### src/rtl/sipo_deserializer.sv
// Serial-in/parallel-out deserializer with valid/ready output and sticky overrun.
// Optional even-parity frame bit enabled by defining SIPO_PARITY_EN.
module sipo_deserializer #(
  parameter int WIDTH     = 8,
  parameter bit MSB_FIRST = 1'b1
) (
  input  logic             clk,
  input  logic             rst,
  input  logic             serial_in,
  input  logic             in_valid,
  output logic [WIDTH-1:0] p,
  output logic             p_valid,
  input  logic             p_ready,
  output logic             busy,
  output logic             overrun
`ifdef SIPO_PARITY_EN
  ,
  output logic             parity_err
`endif
);

  localparam int CW = $clog2(WIDTH + 1);
`ifdef SIPO_PARITY_EN
  localparam int FRAME = WIDTH + 1;
`else
  localparam int FRAME = WIDTH;
`endif
  localparam logic [CW-1:0] LAST = CW'(FRAME - 1);

  logic [WIDTH-1:0] sr;
  logic [WIDTH-1:0] sr_shifted;
  logic [WIDTH-1:0] word;
  logic [CW-1:0]    count;
  logic             data_bit;
  logic             complete;
  logic             load;

  always_comb begin
    sr_shifted = sr;
    if (MSB_FIRST) sr_shifted = {sr[WIDTH-2:0], serial_in};
    else           sr_shifted = {serial_in, sr[WIDTH-1:1]};

    complete = in_valid && (count == LAST);
`ifdef SIPO_PARITY_EN
    // The final frame bit is parity only; the data word is already complete in sr.
    data_bit = in_valid && (count != LAST);
    word     = sr;
`else
    data_bit = in_valid;
    word     = sr_shifted;
`endif
    load = complete && (!p_valid || p_ready);
  end

  assign busy = (count != '0);

  always_ff @(posedge clk) begin
    if (!rst) begin
      sr      <= '0;
      count   <= '0;
      p       <= '0;
      p_valid <= 1'b0;
      overrun <= 1'b0;
`ifdef SIPO_PARITY_EN
      parity_err <= 1'b0;
`endif
    end else begin
      if (data_bit) sr <= sr_shifted;
      if (in_valid) count <= complete ? '0 : count + CW'(1);

      if (load) begin
        p       <= word;
        p_valid <= 1'b1;
`ifdef SIPO_PARITY_EN
        parity_err <= (^sr) ^ serial_in;
`endif
      end else if (complete) begin
        overrun <= 1'b1;
      end else if (p_valid && p_ready) begin
        p_valid <= 1'b0;
      end
    end
  end

endmodule

### config.mk
export PLATFORM = sky130hd
export DESIGN_NAME = sipo_deserializer
export DESIGN_NICKNAME = d
export VERILOG_FILES = /design/src/rtl/sipo_deserializer.sv
export SDC_FILE = /design/constraint.sdc
export NUM_CORES = 1
export LEC_CHECK = 0
export BUFFER_PORTS_ARGS = -buffer_cell sky130_fd_sc_hd__buf_2
export CAP_MARGIN = 20
export CORE_ASPECT_RATIO = 0.7
export CORE_MARGIN = 5
export CORE_UTILIZATION = 25
export DETAILED_ROUTE_END_ITERATION = 8
export PLACE_DENSITY = 0.42
export SLEW_MARGIN = 40
export SYNTH_ARGS = -nofsm -noshare
export SYNTH_HDL_FRONTEND = slang
export SYNTH_SLANG_ARGS = --single-unit
### constraint.sdc
create_clock -name clk -period 3.2 [get_ports clk]
set_clock_uncertainty 0.2 [all_clocks]
set_input_delay 0 -clock clk [delete_from_list [all_inputs] [get_ports clk]]
set_output_delay 0 -clock clk [all_outputs]
set_load 0.05 [all_outputs]
# Word-level counts from Yosys, hierarchy flattened
# Index checks and enable logic that the tools add are counted.
# classes
bitwise	1
mux	4
addsub	1
reduce_logical	9
n_eq_ne	2
# ops
cell	count
4-bit by 1-bit adder with 4-bit output, second input constant	1
4-bit by 3-bit equality test with 1-bit output, second input constant	1
4-bit two-way mux	1
2-bit AND reduction	2
4-bit nonzero test	1
1-bit logical AND	3
1-bit two-way mux	3
2-bit by 1-bit != test with 1-bit output, second input constant	1
2-bit nonzero test	1
1-bit zero test	1
1-bit logical OR	1
1-bit inverter	1
# totals
register_bits	21
wordCells	22
inputBits	5
out_inout_bits	11

# Longest topological paths before layout
# depth
depth_word	5
mapped_depth	5
ltp_nobuf	4

# Worst setup path after synthesis
# No wires, ideal clock.
# synth_path
path_type	register -> register
startpoint	register p_valid
endpoint	register p[0]
path_stages_with_launch	5
synth_period_minus_slack_ps	1470
t_arrival_ps	1151
slack_ps	1730
n_path_buf	1
cell_sequence	dfxtp_1 nand2b_1 nor2b_2 buf_6 mux2i_1
# synth_via
elab_chain_cells	3
# synth_rtl
item	line	rtl
from (decl)	12	output logic p_valid,
from (signal assigned)	62	p_valid <= 1'b0;
from (signal assigned)	73	p_valid <= 1'b1;
from (signal assigned)	80	p_valid <= 1'b0;
1-bit zero test	52	load = complete && (!p_valid || p_ready);
1-bit logical OR	52	
1-bit logical AND	52	
to (signal assigned)	72	p <= word;
to (decl)	11	output logic [WIDTH-1:0] p,
# Every way passes these cells.
# A chain may end at the register's enable or synchronous reset.

# Worst setup path after layout
# layout_path
startpoint	input port in_valid
endpoint	register p[1]
# layout_via
elab_chain_cells	2
# layout_rtl
item	line	rtl
from (decl)	10	input logic in_valid,
1-bit logical AND	43	complete = in_valid && (count == LAST);
1-bit logical AND	52	
# Every way passes these cells.

==> impl_metrics.toml <==
[route]
routed_via_density = 3.89
drc = 0
ant_nets = 0
wirelength_mm = 1.51
first_iter_violations = 13
vias = 607
avgRoutedWirePerCell_um = 9.67
first_pass_iters = 4

[logic_synthesis]
synth_area_um2 = 873
yosys.area.top_type_share_pct = 48.1
synth.avg_cell_area_um2 = 9.92
synth_xor_area_share_pct = 1.00
synth_top_cell_by_area = "dfxtp_1"
synth_top_family_by_area = "simple AND/OR/NAND/NOR gates"
syn_nets = 95
synth_compound_area_share_pct = 3.44
synthTopCellsByArea = "dfxtp_1, mux2i_1, nand2_1, nor2b_1, ha_1"
synth.area.mux_share_pct = 18.3
yosys.area_share.simple_pct = 21.6
synth-seq-cells = 21
synth_cells = 88
synth_fa_ha_area_share_pct = 2.87
yosysSeqAreaShare_pct = 48.1
ys_types = 22
yosys_warnings = 0

[clock_tree]
cts_max_level = 1
clkTransAtPathRegs_ns = 0.08
post_cts_buffers = 0
cts_tree = "yes"
clk_latency_ns = 0.26
cts_resized = 0
cts_root_buffer = "clkbuf_8"
cts_sinks = 21
numCtsBuffers = 3
clock_path_buffers = 2

[critical_path]
reg2reg_depth = 4
worstPathRequired_ns = 3.19
critPathCaptureType = "flip-flop"
reg2reg_to = "p[1]$_SDFFE_PN0P_"
r2r_slack_ns = 1.46
worstReg2RegStart = "count[0]$_SDFFE_PN0P_"
worst_setup_path_start_kind = "input pin"
critPathMaxFanout = 13
arrival_ns = 1.75
path_class = "in2reg"

[sta]
finalSetupViolations = 0
final.setup.tns_ns = 0
hold_ws_ns = 0.255
drv_slew = 0
maxSlewHeadroom_pct = 64.2
fin_crit_ns = 1.76
fmax_mhz = 567
worstMarginPinSlew_ns = 0.534
rsz0062_at_grt = "false"
post-route-period-util_pct = 55.1
hold_violations = 0

[global_routing]
grt_pass1_vias = 563
grt.total_usage_pct = 7.26
antenna_found_initial = 0
grt_max_degree = 30
grt_pass1_wl_mm = 2.53
grt_overflow = 0

[finish]
drive_gt1_share_pct = 19.8
layout.cells.non_filler = 156
area_growth_pct = 21.9
antenna_cells = 0
fin_nets = 114

[min_path]
hp-class = "reg2reg"
holdPathStages = 2
hp-start = "p[6]$_SDFFE_PN0P_"
holdPathEnd = "p[6]$_SDFFE_PN0P_"

[place]
gp_congestion = 0.778
place_hpwl_mm = 1.05
io_buffers = 15
dp.cells = 148

[floorplan]
num_rows = 18
start_util_pct = 25.3
fp.dieW_um = 80.6
dieArea_mm2 = 0.00479
die_height_um = 59.5
io_pins = 16
coreArea_mm2 = 0.00345

[pwr]
power_density_mw_per_mm2 = 445
power.leakage_nw = 0.435
power_w = 0.000474
ir_drop_v = 0.000178

[job]
maxCapViolCount = 0

[run_status]
outcome = "finished, final reports clean"
## through the flow
stage / cell area [µm²] / setup WS [ns] / util [%]
floorplan: 873 / 1.73 / -
global route: 1060 / 1.30 / 30.9
detailed placement: 978 / 1.43 / 28.4
global placement: 978 / 1.46 / 28.4
CTS: 1060 / 1.39 / 30.9
finish: 1060 / 1.44 / 30.9
## what timing repair did
action	CTS	global route
hold endpoints to repair	5	0
setup endpoints to repair	0	0
hold buffers	4	0
## placed cells by master, fill, tap and decap left out, types with 2 or more instances in the layout
cell type / count
dfxtp_1: 21
nand2_1: 19
mux2i_1: 16
buf_2: 15
nor2b_1: 8
dlygate4sd3_1: 4
clkbuf_8: 3
inv_1: 2
nor2_1: 2
nand2b_1: 2
a21boi_1: 2
ha_1: 2
## state kept, by name (all words and copies together) (netlist names)
signal / count
p: 8
sr: 7
count: 4
overrun: 1
p_valid: 1
## kinds of logic after synthesis
| family | Yosys count |
|---|---|
| flip-flops | 21 |
| XOR/XNOR | 1 |
| AO/OA/AOI/OAI | 4 |
| AND/OR/NAND/NOR | 37 |
| adder cells (fa/ha/maj) | 2 |
| buffers and inverters | 7 |
| multiplexers | 16 |
## worst max-delay path, stage by stage
cell,delay [ns]
dlygate4sd3_1,0.52
buf_2,0.31
nand4b_2,0.20
nor2b_2,0.48
mux2i_1,0.23
## layout make-up
class / instances / area (µm²)
clock inverters: 1 / 5.00
well taps: 50 / 62.6
multi-input cells: 60 / 413
fillers: 371 / 2380
repair buffers: 19 / 115
flip-flops and latches: 21 / 420
clock buffers: 3 / 41.3
inverters: 2 / 7.51
## report_power, final
group	switching (W)	internal [W]	total (W)
registers	0.00000317	0.000265	0.000268
logic	0.0000204	0.0000150	0.0000354
clock network	0.0000841	0.0000866	0.000171
total	0.000108	0.000366	0.000474
## how the worst max path moves through the flow
stage | startpoint | slack, ns | cells after the start | endpoint
after floorplan | p_valid$_SDFFE_PN0P_ | 1.73 | 4 | p[0]$_SDFFE_PN0P_
after global placement | count[0]$_SDFFE_PN0P_ | 1.46 | 4 | p[0]$_SDFFE_PN0P_
after detailed placement | count[0]$_SDFFE_PN0P_ | 1.43 | 4 | p[2]$_SDFFE_PN0P_
after CTS | in_valid | 1.39 | 5 | p[0]$_SDFFE_PN0P_
after global routing | in_valid | 1.30 | 5 | p[1]$_SDFFE_PN0P_
final | in_valid | 1.44 | 5 | p[1]$_SDFFE_PN0P_
## routing by layer
layer | wire [µm] | track usage, %
met1 | 719 | 8.10
met2 | 695 | 11.6
met3 | 93 | 3.65
met4 | 0 | 3.61
met5 | 0 | 0
## synth_stat cells (all sizes together)
library cell	number
nand2	19
clkbuf	1
nor2b	9
nand4	1
nand4b	1
buf	4
inv	2
and2	1
xnor2	1
or3	1
ha	2
nand2b	2
dfxtp	21
nor2	2
a21boi	3
mux2i	16
o21a	1
nand3	1
(Power assumes the default switching activity.)
